===== config.mk =====
export PLATFORM = sky130hd
export DESIGN_NAME = pc_fetch_unit_flat
export DESIGN_NICKNAME = d
export VERILOG_FILES = /design/src/rtl/cpu_pkg.sv /design/src/rtl/pc_fetch_unit_if.sv /design/src/rtl/pc_fetch_unit_ras.sv /design/src/rtl/pc_fetch_unit.sv /design/src/flat_wrapper.sv
export SDC_FILE = /design/constraint.sdc
export NUM_CORES = 1
export LEC_CHECK = 0
export CORE_MARGIN = 4
export CORE_UTILIZATION = 45
export DETAILED_ROUTE_END_ITERATION = 8
export GPL_TIMING_DRIVEN = 1
export PLACE_DENSITY = 0.8
export SYNTH_ARGS = -nofsm -noshare
export SYNTH_HDL_FRONTEND = slang
export SYNTH_SLANG_ARGS = --single-unit

===== constraint.sdc =====
create_clock -name clk -period 5.3 [get_ports clk]
set_input_delay 1.59 -clock clk [delete_from_list [all_inputs] [get_ports clk]]
set_output_delay 1.59 -clock clk [all_outputs]
set_load 0.02 [all_outputs]

===== src/rtl/cpu_pkg.sv =====
// Shared CPU definitions: next-PC select encodings and PC-unit defaults.
package cpu_pkg;

  // Next-PC select encodings, shared with PC_MUX and the control unit
  typedef enum logic [1:0] {
    PC_SRC_PLUS1  = 2'b00,
    PC_SRC_BRANCH = 2'b01,
    PC_SRC_JUMP   = 2'b10,
    PC_SRC_RET    = 2'b11
  } pc_src_e;

  localparam int unsigned ADDR_W_DEF    = 8;
  localparam int unsigned RAS_DEPTH_DEF = 4;
  localparam int unsigned RESET_PC_DEF  = 0;
  localparam int unsigned INT_PC_DEF    = 1;

endpackage


===== src/rtl/pc_fetch_unit_if.sv =====
// Control-side bus of the PC fetch unit: next-PC controls in, PC and RAS status out.
interface pc_fetch_unit_if
  import cpu_pkg::*;
#(
  parameter int unsigned ADDR_W    = ADDR_W_DEF,
  parameter int unsigned RAS_DEPTH = RAS_DEPTH_DEF
);
  localparam int unsigned CntW = $clog2(RAS_DEPTH) + 1;

  logic              pc_write;
  logic [1:0]        pc_src;
  logic [ADDR_W-1:0] branch_addr;
  logic [ADDR_W-1:0] jump_addr;
  logic              call;
  logic [ADDR_W-1:0] ret_addr;
  logic              int_req;
  logic              ras_clr;

  logic [ADDR_W-1:0] pc_current;
  logic [ADDR_W-1:0] pc_plus1;
  logic [ADDR_W-1:0] ras_top;
  logic [CntW-1:0]   ras_count;
  logic              ras_overflow;
  logic              ras_underflow;
  logic              int_ack;

  // Control unit side
  modport master (
    output pc_write, pc_src, branch_addr, jump_addr, call, ret_addr, int_req, ras_clr,
    input  pc_current, pc_plus1, ras_top, ras_count, ras_overflow, ras_underflow, int_ack
  );

  // Fetch unit side
  modport slave (
    input  pc_write, pc_src, branch_addr, jump_addr, call, ret_addr, int_req, ras_clr,
    output pc_current, pc_plus1, ras_top, ras_count, ras_overflow, ras_underflow, int_ack
  );

endinterface


===== src/rtl/pc_fetch_unit_ras.sv =====
// Circular return-address stack. Push and pop together replace the top entry (swap);
// on an empty stack the swap degenerates into a push and flags underflow.
module ras_stack #(
  parameter int unsigned AddrW = 8,
  parameter int unsigned Depth = 4,
  localparam int unsigned PtrW = $clog2(Depth),
  localparam int unsigned CntW = PtrW + 1
) (
  input  logic             clk_i,
  input  logic             rst_ni,
  input  logic             push_i,
  input  logic             pop_i,
  input  logic             clr_i,
  input  logic [AddrW-1:0] wdata_i,
  output logic [AddrW-1:0] top_o,
  output logic [CntW-1:0]  count_o,
  output logic             ovf_o,
  output logic             unf_o
);

  logic [AddrW-1:0] mem_q [Depth];
  // ptr_q is the next free slot; the top entry sits one below it
  logic [PtrW-1:0]  ptr_q, ptr_d;
  logic [CntW-1:0]  cnt_q, cnt_d;
  logic             ovf_q, ovf_d;
  logic             unf_q, unf_d;
  logic             we;
  logic [PtrW-1:0]  waddr;
  logic [PtrW-1:0]  top_idx;
  logic             empty;
  logic             full;

  assign top_idx = ptr_q - PtrW'(1);
  assign empty   = (cnt_q == '0);
  assign full    = (cnt_q == CntW'(Depth));

  // Next-state for pointer, count and sticky flags; clear beats any push/pop
  always_comb begin
    ptr_d = ptr_q;
    cnt_d = cnt_q;
    ovf_d = ovf_q;
    unf_d = unf_q;
    we    = 1'b0;
    waddr = ptr_q;
    if (clr_i) begin
      cnt_d = '0;
      ovf_d = 1'b0;
      unf_d = 1'b0;
    end else if (push_i && pop_i) begin
      we = 1'b1;
      if (empty) begin
        waddr = ptr_q;
        ptr_d = ptr_q + PtrW'(1);
        cnt_d = CntW'(1);
        unf_d = 1'b1;
      end else begin
        waddr = top_idx;
      end
    end else if (push_i) begin
      // When full, ptr_q points at the oldest entry, so this overwrites it
      we    = 1'b1;
      waddr = ptr_q;
      ptr_d = ptr_q + PtrW'(1);
      if (full) begin
        ovf_d = 1'b1;
      end else begin
        cnt_d = cnt_q + CntW'(1);
      end
    end else if (pop_i) begin
      if (empty) begin
        unf_d = 1'b1;
      end else begin
        ptr_d = top_idx;
        cnt_d = cnt_q - CntW'(1);
      end
    end
  end

  // Entry storage, cleared on reset
  always_ff @(posedge clk_i or negedge rst_ni) begin
    if (!rst_ni) begin
      for (int i = 0; i < int'(Depth); i++) begin
        mem_q[i] <= '0;
      end
    end else if (we) begin
      mem_q[waddr] <= wdata_i;
    end
  end

  // Pointer, count and sticky flag registers
  always_ff @(posedge clk_i or negedge rst_ni) begin
    if (!rst_ni) begin
      ptr_q <= '0;
      cnt_q <= '0;
      ovf_q <= 1'b0;
      unf_q <= 1'b0;
    end else begin
      ptr_q <= ptr_d;
      cnt_q <= cnt_d;
      ovf_q <= ovf_d;
      unf_q <= unf_d;
    end
  end

  assign top_o   = empty ? '0 : mem_q[top_idx];
  assign count_o = cnt_q;
  assign ovf_o   = ovf_q;
  assign unf_o   = unf_q;

endmodule


===== src/rtl/pc_fetch_unit.sv =====
// Program counter with next-PC mux, interrupt gating and a hardware return-address stack.
module pc_fetch_unit
  import cpu_pkg::*;
#(
  parameter int unsigned ADDR_W    = ADDR_W_DEF,
  parameter int unsigned RAS_DEPTH = RAS_DEPTH_DEF,
  parameter int unsigned RESET_PC  = RESET_PC_DEF,
  parameter int unsigned INT_PC    = INT_PC_DEF
) (
  input logic            clk,
  input logic            rst,
  pc_fetch_unit_if.slave bus
);

  localparam int unsigned CntW = $clog2(RAS_DEPTH) + 1;

  logic [ADDR_W-1:0] pc_q, pc_d;
  logic              int_ack_q;
  logic [ADDR_W-1:0] pc_plus1;
  logic              int_take;
  logic              push;
  logic              pop;
  logic              clr;
  pc_src_e           src;
  logic [ADDR_W-1:0] ras_top;
  logic [CntW-1:0]   ras_count;
  logic              ras_ovf;
  logic              ras_unf;

  assign pc_plus1 = pc_q + ADDR_W'(1);
  assign src      = pc_src_e'(bus.pc_src);
  // Interrupts only slip in on a plain sequential step, never over a control transfer
  assign int_take = bus.pc_write & bus.int_req & (src == PC_SRC_PLUS1) & ~bus.call;
  assign clr      = bus.pc_write & bus.ras_clr;

  // Next-PC selection and RAS push/pop requests
  always_comb begin
    pc_d = pc_q;
    push = 1'b0;
    pop  = 1'b0;
    if (bus.pc_write) begin
      if (int_take) begin
        pc_d = ADDR_W'(INT_PC);
        push = 1'b1;
      end else begin
        unique case (src)
          PC_SRC_PLUS1:  pc_d = pc_plus1;
          PC_SRC_BRANCH: pc_d = bus.branch_addr;
          PC_SRC_JUMP: begin
            pc_d = bus.jump_addr;
            push = bus.call;
          end
          PC_SRC_RET: begin
            // call together with return swaps the top entry for pc_plus1
            pop  = 1'b1;
            push = bus.call;
            pc_d = (ras_count != '0) ? ras_top : bus.ret_addr;
          end
          default: pc_d = pc_q;
        endcase
      end
    end
  end

  // PC register and one-cycle interrupt acknowledge
  always_ff @(posedge clk or negedge rst) begin
    if (!rst) begin
      pc_q      <= ADDR_W'(RESET_PC);
      int_ack_q <= 1'b0;
    end else begin
      pc_q      <= pc_d;
      int_ack_q <= int_take;
    end
  end

  ras_stack #(
    .AddrW (ADDR_W),
    .Depth (RAS_DEPTH)
  ) u_ras (
    .clk_i   (clk),
    .rst_ni  (rst),
    .push_i  (push),
    .pop_i   (pop),
    .clr_i   (clr),
    .wdata_i (pc_plus1),
    .top_o   (ras_top),
    .count_o (ras_count),
    .ovf_o   (ras_ovf),
    .unf_o   (ras_unf)
  );

  assign bus.pc_current    = pc_q;
  assign bus.pc_plus1      = pc_plus1;
  assign bus.ras_top       = ras_top;
  assign bus.ras_count     = ras_count;
  assign bus.ras_overflow  = ras_ovf;
  assign bus.ras_underflow = ras_unf;
  assign bus.int_ack       = int_ack_q;

endmodule

===== src/flat_wrapper.sv =====
// flat-port wrapper written by rule: the top's interface ports become plain ports
module pc_fetch_unit_flat import cpu_pkg::*;
#(
  parameter int unsigned ADDR_W    = ADDR_W_DEF,
  parameter int unsigned RAS_DEPTH = RAS_DEPTH_DEF,
  parameter int unsigned RESET_PC  = RESET_PC_DEF,
  parameter int unsigned INT_PC    = INT_PC_DEF
)
  (clk, rst, bus_pc_write, bus_pc_src, bus_branch_addr, bus_jump_addr, bus_call, bus_ret_addr, bus_int_req, bus_ras_clr, bus_pc_current, bus_pc_plus1, bus_ras_top, bus_ras_count, bus_ras_overflow, bus_ras_underflow, bus_int_ack);
  pc_fetch_unit_if #(.ADDR_W(ADDR_W), .RAS_DEPTH(RAS_DEPTH)) bus_i ();
  input logic clk;
  input logic rst;
  input wire logic [$bits(bus_i.pc_write)-1:0] bus_pc_write;
  input wire logic [$bits(bus_i.pc_src)-1:0] bus_pc_src;
  input wire logic [$bits(bus_i.branch_addr)-1:0] bus_branch_addr;
  input wire logic [$bits(bus_i.jump_addr)-1:0] bus_jump_addr;
  input wire logic [$bits(bus_i.call)-1:0] bus_call;
  input wire logic [$bits(bus_i.ret_addr)-1:0] bus_ret_addr;
  input wire logic [$bits(bus_i.int_req)-1:0] bus_int_req;
  input wire logic [$bits(bus_i.ras_clr)-1:0] bus_ras_clr;
  output wire logic [$bits(bus_i.pc_current)-1:0] bus_pc_current;
  output wire logic [$bits(bus_i.pc_plus1)-1:0] bus_pc_plus1;
  output wire logic [$bits(bus_i.ras_top)-1:0] bus_ras_top;
  output wire logic [$bits(bus_i.ras_count)-1:0] bus_ras_count;
  output wire logic [$bits(bus_i.ras_overflow)-1:0] bus_ras_overflow;
  output wire logic [$bits(bus_i.ras_underflow)-1:0] bus_ras_underflow;
  output wire logic [$bits(bus_i.int_ack)-1:0] bus_int_ack;
  assign bus_i.pc_write = bus_pc_write;
  assign bus_i.pc_src = bus_pc_src;
  assign bus_i.branch_addr = bus_branch_addr;
  assign bus_i.jump_addr = bus_jump_addr;
  assign bus_i.call = bus_call;
  assign bus_i.ret_addr = bus_ret_addr;
  assign bus_i.int_req = bus_int_req;
  assign bus_i.ras_clr = bus_ras_clr;
  assign bus_pc_current = bus_i.pc_current;
  assign bus_pc_plus1 = bus_i.pc_plus1;
  assign bus_ras_top = bus_i.ras_top;
  assign bus_ras_count = bus_i.ras_count;
  assign bus_ras_overflow = bus_i.ras_overflow;
  assign bus_ras_underflow = bus_i.ras_underflow;
  assign bus_int_ack = bus_i.int_ack;
  pc_fetch_unit #(.ADDR_W(ADDR_W), .RAS_DEPTH(RAS_DEPTH), .RESET_PC(RESET_PC), .INT_PC(INT_PC)) u_core (.clk(clk), .rst(rst), .bus(bus_i));
endmodule

==> results of run 1 <==
==> layout by cell type (no fill, tap or decap), drive strengths merged, types with 2 or more instances in the layout <==
cell type and instances:
nand3 7, a211oi 3, nor2 11, nor3b 2
o21bai 2, nand2 19, clkinv 2, mux4 8
clkbuf 6, o21ai 22, o211a 4, o31ai 2
clkdlybuf4s50 60, xor2 4, and2 7, inv 17
nor4 2, dfrtp 48, buf 5, nor3 4
a41oi 2, a22o 3, mux2 29, a22oi 2
a311oi 4, xnor2 6, o22ai 2, nand2b 2
a21oi 26, or3 3, a2bb2oi 2
==> state kept, by name (all words and copies together), names as in the netlist <==
| name | flops |
|---|---|
| u_core.u_ras.mem_q | 32 |
| u_core.bus.pc_current | 8 |
| u_core.u_ras.count_o | 3 |
| u_core.u_ras.ptr_q | 2 |
| u_core.bus.int_ack | 1 |
| u_core.u_ras.ovf_o | 1 |
| u_core.u_ras.unf_o | 1 |
==> cell families after synthesis <==
| logic type | Yosys count | synth area share (%) |
|---|---|---|
| adder cells (fa/ha/maj) | 2 | 1.15 |
| flip-flops | 48 | 42.3 |
| AO/OA/AOI/OAI | 79 | 18.2 |
| XOR/XNOR | 10 | 3.08 |
| AND/OR/NAND/NOR | 65 | 12.3 |
| multiplexers | 37 | 17.8 |
| buffers and inverters | 33 | 5.07 |
==> metal layers <==
metal | track usage (%) | routed length (um)
met5 | 0 | 0
met4 | 7.81 | 186
met3 | 5.49 | 691
met2 | 33.3 | 3500
met1 | 29.1 | 3340
==> cell type report <==
cell class                 count  area [sq um]  area share [%]
timing repair buffer          65           636            17.7
inverter                      18          67.6            1.89
sequential                    48          1200            33.5
tap                           75          93.8            2.62
clock inverter                 1          8.76           0.244
multi-input combinational    193          1490            41.7
clock buffer                   6          82.6            2.30
==> cell usage after synthesis (2+ instances only) <==
| cell | instances |
|---|---|
| o31ai_1 | 2 |
| a311oi_1 | 4 |
| a211oi_1 | 3 |
| nand2_1 | 19 |
| xor2_1 | 4 |
| inv_1 | 17 |
| o21bai_1 | 2 |
| o211a_1 | 4 |
| nor4_1 | 2 |
| o21ai_2 | 2 |
| a41oi_1 | 2 |
| o21ai_0 | 20 |
| xnor2_1 | 6 |
| and2_1 | 7 |
| nor3_1 | 4 |
| clkbuf_1 | 11 |
| nand3_1 | 7 |
| nor2_1 | 10 |
| nand2b_1 | 2 |
| a21oi_1 | 25 |
| dfrtp_1 | 48 |
| mux4_2 | 8 |
| nor3b_1 | 2 |
| o22ai_1 | 2 |
| a2bb2oi_1 | 2 |
| or3_1 | 3 |
| a22o_1 | 3 |
| buf_6 | 2 |
| mux2_2 | 29 |
| a22oi_1 | 2 |
==> power breakdown <==
part / leakage, nW / switching, mW / internal (mW)
clock: 0.0473 / 0.126 / 0.104
sequential: 0.602 / 0.138 / 0.507
combinational: 0.893 / 0.377 / 0.412
total: 1.54 / 0.642 / 1.02
==> tightest hold or removal path, delay by kind of cell, from the launching register on <==
kind,cells,cell delay (ns)
compound gates,1,0.06
flops,1,0.35
simple gates,1,0.04
==> metrics by stage <==
stage          worst slack [ns]  instances  hold slack (ns)  total power, mW
3_5_place_dp              0.970        399            0.469             1.44
5_1_grt                   0.942        406            0.518             1.77
3_3_place_gp               1.05        399            0.458             1.41
2_1_floorplan              1.59        274            0.445             1.13
6_report                   1.14        406            0.488             1.66
4_1_cts                    1.15        406            0.488             1.67
==> how the worst min path moves through the flow <==
stage | start | endpoint | slack (ns)
6_report | u_core.u_ras.mem_q[16] | u_core.u_ras.mem_q[16] | 0.49
4_1_cts | u_core.u_ras.mem_q[16] | u_core.u_ras.mem_q[16] | 0.49
2_1_floorplan | u_core.u_ras.mem_q[16] | u_core.u_ras.mem_q[16] | 0.44
3_5_place_dp | u_core.u_ras.mem_q[16] | u_core.u_ras.mem_q[16] | 0.47
5_1_grt | u_core.u_ras.mem_q[28] | u_core.u_ras.mem_q[28] | 0.52
3_3_place_gp | u_core.u_ras.mem_q[24] | u_core.u_ras.mem_q[24] | 0.46
==> impl_metrics.py, run 1 <==
metrics = {
    "global_routing": {
        "antenna_found_initial": 0,
        "grt_pass1_vias": 2511,
        "grt_overflow_total": 0,
        "grt_pass1_wl_um": 12600,
        "grt_usage_pct": 21.5,
        "grt_max_degree": 49,
    },
    "synthesis": {
        "yosysSeqAreaShare_pct": 42.3,
        "ys_seq_elements": 48,
        "synth_top_area_share_pct": 42.3,
        "ys.flop_type": "dfrtp_1",
        "synth.cell_area_sq_um": 2840,
        "synth_top_area_cell": "dfrtp_1",
        "yosys_warnings": 0,
        "syn_nets": 308,
        "yosys-top-cells-area": "dfrtp_1, mux2_2, mux4_2, a21oi_1, o21ai_0",
        "synthCells": 274,
        "syn_avg_cell_area_sq_um": 10.4,
        "synth-edff-count": 0,
        "yosysUniqueCellTypes": 50,
        "async_reset_ff_share_pct": 100,
    },
    "timing": {
        "fin_setup_tns_ns": 0,
        "rsz0062_at_grt": "false",
        "hold_viol_final": 0,
        "setup_viol": 0,
        "slew_violations": 0,
        "max_slew_margin_pct": 28.0,
        "clock_skew_ns": 0.00715,
        "period_share_pct": 78.5,
        "worst_slew_pin_slew_ns": 1.07,
        "min_period_ns": 4.16,
        "max_freq_mhz": 240,
    },
    "floorplan": {
        "core_sq_um": 6030,
        "start_util_pct": 47.1,
        "ios": 62,
        "fp-row-count": 28,
        "fp.dieW_um": 87.4,
        "dieArea_sq_um": 7640,
        "die_h_um": 87.4,
    },
    "clocking": {
        "postCtsHoldBufs": 0,
        "cts_buffer_depth": 2,
        "ctsResizeCount": 0,
        "cts_tree": "yes",
        "h-tree-depth": 2,
        "clk_pin_slew_ns": 0.09,
        "ctsRootBufferMaster": "clkbuf_8",
        "postCtsSetupRepairBufs": 0,
        "cts-buffers-inserted": 5,
        "clkSinkCount": 48,
        "clock_latency_ns": 0.31,
    },
    "setup_path": {
        "worstSetupPathDepth": 5,
        "crit_path_start": "u_core.bus.pc_current[0]",
        "critPathTopFamily": "buffers and inverters",
        "cp.required_ns": 3.71,
        "start_kind": "flop",
        "r2r_cells": 4,
        "r2r-start": "u_core.u_ras.count_o[2]",
        "cp_max_fo": 9,
        "crit_slowest_cell": "clkdlybuf4s50_1",
        "path_buf_inv": 1,
        "r2r_slack_ns": 3.01,
        "max_stage_delay_ns": 0.71,
        "critPathCapture": "bus_pc_plus1[6]",
        "cp.arrival_ns": 2.57,
        "path_cells": "ha_1, nand3_1, nor2_1, xor2_1, clkdlybuf4s50_1",
        "cp-end-kind": "output pin",
        "r2r-end": "u_core.u_ras.mem_q[4]",
        "crit_type": "reg2out",
    },
    "power_and_ir_drop": {
        "powerDensity_nw_per_um2": 465,
        "power.leakage_nw": 1.54,
        "ir_drop_mv": 0.230,
    },
    "final_layout": {
        "fillCellCount": 520,
        "n_antenna_cell": 0,
        "final_nets": 365,
        "stdcell_area_sq_um": 3580,
        "syn_to_final_growth_pct": 26.2,
        "fin_util_pct": 59.5,
        "drive_gt1_share_pct": 16.9,
    },
    "drt": {
        "finalWirelength_um": 7720,
        "ant_nets": 0,
        "drcViolationCount": 0,
        "wire_per_inst_um": 19.0,
        "viasPerCell": 6.00,
        "first_iter_violations": 245,
        "first_pass_iters": 5,
        "vias": 2438,
    },
    "min_path": {
        "holdCritPathClass": "reg2reg",
        "hold_depth": 2,
    },
    "placed_design": {
        "dpl_cell_area_sq_um": 3490,
        "hpwl_um": 5350,
        "io_buffer_count": 61,
        "gp_congestion": 0.823,
    },
    "flow_run": {
        "drv_cap": 0,
    },
    "run_status": {
        "outcome": "completed",
    },
}
Note: power is estimated with default switching activity, not from simulation.
==> run 2, diff against run 1 <==
- clock period: 5.3 -> 4.1 ns (I/O delays scaled with it)
==> run 2 against run 1 <==
Clock skew rose by 0.0022 ns. Sequential cell count did not move. Core utilization up 0.77 points. Non-clock buffer count increased by 4. Largest cell class unchanged. Largest power group unchanged. Highest routed layer unchanged.
==> impl_metrics.py, run 2 (synthesis gave the netlist of run 1 again) <==
metrics = {
    "final_layout": {
        "drive_gt1_share_pct": 17.9,
        "fin_cells": 411,
        "stdcell_area_sq_um": 3630,
        "final_nets": 369,
        "n_antenna_cell": 0,
        "final_cell_mix": "clkdlybuf4s50_1, dfrtp_1, mux2_2, a21oi_1, o21ai_0",
        "syn_to_final_growth_pct": 27.9,
        "fin_util_pct": 60.2,
        "final_common_cell": "clkdlybuf4s50_1",
        "largest_reg_flops": 32,
        "largest_register": "u_core.u_ras.mem_q",
    },
    "global_routing": {
        "grt_pass1_vias": 2655,
        "grt_usage_pct": 23.2,
        "grt_max_degree": 37,
        "grt_overflow_total": 0,
        "antenna_found_initial": 0,
        "grt_pass1_wl_um": 13600,
    },
    "timing": {
        "max_slew_margin_pct": 32.5,
        "period_share_pct": 93.9,
        "rsz0062_at_grt": "false",
        "max_freq_mhz": 260,
        "min_period_ns": 3.85,
        "worst_slew_pin_slew_ns": 1.00,
        "clock_skew_ns": 0.00933,
        "hold_viol_final": 0,
        "slew_violations": 0,
        "setup_viol": 0,
        "fin_setup_tns_ns": 0,
    },
    "drt": {
        "viasPerCell": 5.97,
        "finalWirelength_um": 8040,
        "wire_per_inst_um": 19.6,
        "drcViolationCount": 0,
        "first_iter_violations": 268,
        "first_pass_iters": 5,
        "vias": 2453,
        "ant_nets": 0,
    },
    "placed_design": {
        "io_buffer_count": 61,
        "hpwl_um": 5670,
        "dpl.cell_count": 403,
        "dpl_cell_area_sq_um": 3520,
        "gp_congestion": 0.855,
    },
    "floorplan": {
        "ios": 62,
        "fp.dieW_um": 87.4,
        "die_h_um": 87.4,
        "dieArea_sq_um": 7640,
        "fp-row-count": 28,
        "start_util_pct": 47.1,
        "core_sq_um": 6030,
    },
    "min_path": {
        "holdCritPathClass": "reg2reg",
    },
    "clocking": {
        "cts_tree": "yes",
        "clkSinkCount": 48,
        "cts_buffer_depth": 2,
        "clk_pin_slew_ns": 0.09,
        "clock_latency_ns": 0.31,
        "postCtsHoldBufs": 0,
        "ctsResizeCount": 0,
        "h-tree-depth": 2,
        "cts-buffers-inserted": 5,
        "postCtsSetupRepairBufs": 0,
        "ctsRootBufferMaster": "clkbuf_8",
    },
    "flow_run": {
        "drv_cap": 0,
    },
    "power_and_ir_drop": {
        "power.leakage_nw": 1.57,
        "powerDensity_nw_per_um2": 608,
        "ir_drop_mv": 0.335,
    },
    "setup_path": {
        "r2r_slack_ns": 1.81,
        "crit_type": "reg2out",
        "start_kind": "flop",
        "cp.arrival_ns": 2.62,
        "cp.required_ns": 2.87,
        "cp_max_fo": 9,
        "cp-end-kind": "output pin",
    },
    "run_status": {
        "outcome": "completed",
    },
}
run 2: final cells by class:
| cell class | count | area [sq um] |
|---|---|---|
| clock buffer | 6 | 72.6 |
| multi-input combinational | 193 | 1490 |
| tap | 75 | 93.8 |
| sequential | 48 | 1200 |
| fill | 510 | 2400 |
| timing repair buffer | 69 | 666 |
| inverter | 18 | 67.6 |
| clock inverter | 2 | 35.0 |
run 2: final timing paths:
kind | to | depth (start not counted) | from
setup / recovery | bus_pc_plus1[6] | 5 | u_core.bus.pc_current[0]
hold / removal | u_core.u_ras.mem_q[16] | 2 | u_core.u_ras.mem_q[16]
setup reg to reg | u_core.u_ras.mem_q[5] | 4 | u_core.u_ras.count_o[0]
hold reg to reg | u_core.u_ras.mem_q[16] | 2 | u_core.u_ras.mem_q[16]
max in group asynchronous | u_core.bus.pc_current[6] | 2 | rst
min in group asynchronous | u_core.u_ras.count_o[1] | 1 | rst
run 2: power by group:
part / leakage (nW) / internal, mW / switching (mW)
clock network: 0.0552 / 0.181 / 0.162
registers: 0.602 / 0.655 / 0.179
logic: 0.913 / 0.535 / 0.495
run 2: worst max-delay path, stage by stage (launching register included):
cell,delay [ns]
dfrtp_1,0.54
ha_1,0.31
nand3_1,0.15
nor2_1,0.16
xor2_1,0.43
clkdlybuf4s50_1,0.72
run 2: metrics by stage:
stage | hold slack (ns) | setup WS [ns] | power (mW)
2_1_floorplan | 0.445 | 0.749 | 1.47
3_3_place_gp | 0.461 | 0.332 | 1.83
3_5_place_dp | 0.469 | 0.255 | 1.86
4_1_cts | 0.490 | 0.287 | 2.21
5_1_grt | 0.527 | 0.215 | 2.34
6_report | 0.491 | 0.248 | 2.21
run 2: per-layer routing:
metal | track usage (%) | part of all wire (%) | vias up
li1 | - | - | 1126
met5 | 0 | 0 | -
met2 | 38.4 | 48 | 117
met1 | 30.2 | 41 | 1202
met4 | 8.09 | 1.4 | 0
met3 | 4.45 | 9.1 | 8
==> run 3, diff against run 2 <==
- RECOVER_POWER: default -> 100
==> run 3 against run 2 <==
The run now ends with capacitance limit, slew limit left. Clock power about the same. Register-to-register slack got worse by 0.31 ns. Sequential power hardly changed. Critical path type unchanged. Critical endpoint unchanged. Largest power group unchanged.
==> impl_metrics.py, run 3 (synthesis gave the netlist of run 1 again) <==
metrics = {
    "run_status": {
        "outcome": "finished, violations left",
        "violations": "capacitance limit, slew limit",
    },
    "final_layout": {
        "largest_register": "u_core.u_ras.mem_q",
        "final_common_cell": "dfrtp_1",
        "drive_gt1_share_pct": 15.5,
        "syn_to_final_growth_pct": 26.5,
        "n_antenna_cell": 0,
        "largest_reg_flops": 32,
        "final_cell_mix": "dfrtp_1, dlygate4sd3_1, clkdlybuf4s50_1, mux2_2, a21oi_1",
        "final_nets": 369,
        "fillCellCount": 519,
    },
    "global_routing": {
        "grt_usage_pct": 23.2,
        "grt_max_degree": 37,
        "antenna_found_initial": 0,
        "grt_pass1_vias": 2655,
        "grt_overflow_total": 0,
        "grt_pass1_wl_um": 13600,
    },
    "drt": {
        "ant_nets": 0,
        "first_iter_violations": 192,
        "finalWirelength_um": 8020,
        "vias": 2489,
        "first_pass_iters": 5,
        "viasPerCell": 6.06,
        "wire_per_inst_um": 19.5,
        "drcViolationCount": 0,
    },
    "clocking": {
        "cts_buffer_depth": 2,
        "clk_pin_slew_ns": 0.09,
        "cts-buffers-inserted": 5,
        "h-tree-depth": 2,
        "clkSinkCount": 48,
        "clock_latency_ns": 0.31,
        "cts_tree": "yes",
        "postCtsHoldBufs": 0,
        "ctsResizeCount": 0,
        "ctsRootBufferMaster": "clkbuf_8",
        "postCtsSetupRepairBufs": 0,
    },
    "power_and_ir_drop": {
        "power_frac_seq_pct": 38.6,
        "p_sw_uw": 821,
        "p_int_mw": 1.33,
        "combPwrFrac_pct": 45.4,
        "ir_drop_mv": 0.328,
        "p_clk_share_pct": 15.9,
        "switching_share_pct": 38.1,
        "power.total_mw": 2.16,
        "power.leakage_nw": 1.60,
        "powerDensity_nw_per_um2": 600,
    },
    "floorplan": {
        "start_util_pct": 47.1,
        "ios": 62,
        "fp-row-count": 28,
        "die_h_um": 87.4,
        "core_sq_um": 6030,
        "fp.dieW_um": 87.4,
        "dieArea_sq_um": 7640,
    },
    "setup_path": {
        "crit_slowest_cell": "dlygate4sd3_1",
        "r2r-end": "u_core.u_ras.mem_q[22]",
        "crit_type": "reg2out",
        "cp_max_fo": 9,
        "cp-end-kind": "output pin",
        "cp.required_ns": 2.87,
        "cp.arrival_ns": 2.65,
        "r2r-start": "u_core.u_ras.count_o[2]",
        "r2r_slack_ns": 1.50,
        "start_kind": "flop",
        "r2r_cells": 4,
        "path_cells": "ha_1, nand3_1, nor2_1, xor2_1, dlygate4sd3_1",
        "max_stage_delay_ns": 0.76,
        "critPathTopFamily": "buffers and inverters",
        "path_buf_inv": 1,
    },
    "timing": {
        "period_share_pct": 94.6,
        "max_slew_margin_pct": -35.4,
        "min_period_ns": 3.88,
        "fin_setup_tns_ns": 0,
        "max_freq_mhz": 258,
        "setup_viol": 0,
        "slew_violations": 37,
        "rsz0062_at_grt": "false",
        "worst_slew_pin_slew_ns": 2.03,
        "hold_viol_final": 0,
        "clock_skew_ns": 0.00964,
    },
    "min_path": {
        "hold_path_end": "u_core.u_ras.mem_q[16]",
        "holdCritPathClass": "reg2reg",
        "hold_start": "u_core.u_ras.mem_q[16]",
        "hold_depth": 2,
    },
    "flow_run": {
        "drv_cap": 1,
    },
    "placed_design": {
        "hpwl_um": 5670,
        "io_buffer_count": 61,
        "gp_congestion": 0.855,
    },
}
## run 3: cell count changes in the layout (fill, tap and decap cells not counted), sizes merged
cell,previous run,this run
dlygate4sd3,0,31
clkbuf,6,8
buf,9,7
clkdlybuf4s50,60,29
## run 3: layout make-up
cell class                      count  area, sq um  area share [%]
Clock buffer                        6         72.6            2.02
Tap cell                           75         93.8            2.61
Timing Repair Buffer               69          661            18.4
Clock inverter                      2         35.0           0.976
Inverter                           18         67.6            1.88
Multi-Input combinational cell    193         1460            40.7
Sequential cell                    48         1200            33.4
## run 3: worst reg2reg max path, stage by stage (launching register included)
cell and delay [ns]:
dfrtp_1 0.48, o31ai_1 0.60, nor4_1 0.13, o21ai_1 0.86, mux2_2 0.43
## run 3: how the worst max path moves through the flow
stage,from,to,slack [ns],cells past startpoint
floorplan,bus_pc_src[1],u_core.u_ras.count_o[2],0.75,10
global placement,bus_pc_src[1],u_core.u_ras.count_o[2],0.33,10
detailed placement,bus_pc_src[1],u_core.u_ras.count_o[2],0.26,10
CTS,u_core.bus.pc_current[0],bus_pc_plus1[6],0.29,5
global route,u_core.u_ras.ptr_q[0],bus_ras_top[6],0.12,3
finish,u_core.bus.pc_current[0],bus_pc_plus1[6],0.22,5
## run 3: per-stage QoR
stage | setup WS [ns] | util [%] | cell area (sq um) | instances | hold slack (ns)
6_report | 0.220 | 59.6 | 3590 | 411 | 0.486
5_1_grt | 0.120 | 59.6 | 3590 | 411 | 0.527
4_1_cts | 0.287 | 60.2 | 3630 | 411 | 0.490
3_5_place_dp | 0.255 | 58.5 | 3520 | 403 | 0.469
3_3_place_gp | 0.332 | 58.5 | 3520 | 403 | 0.461
2_1_floorplan | 0.749 | - | 2840 | 274 | 0.445
## run 3: layer usage
layer  vias to the layer above  GRT usage, %  wire length (um)
met1                      1204          30.2              3260
li1                       1123             -                 -
met5                         -             0                 0
met3                        16          4.45               714
met2                       146          38.4              3880
met4                         0          8.09               163
## run 3: power groups by stage
| stage | clock network, mW | logic, mW | registers, mW |
|---|---|---|---|
| detailed placement | 0 | 1.02 | 0.840 |
| CTS | 0.346 | 1.03 | 0.833 |
| finish | 0.343 | 0.979 | 0.833 |
| global placement | 0 | 0.998 | 0.827 |
| global route | 0.364 | 1.06 | 0.870 |
| floorplan | 0 | 0.691 | 0.775 |
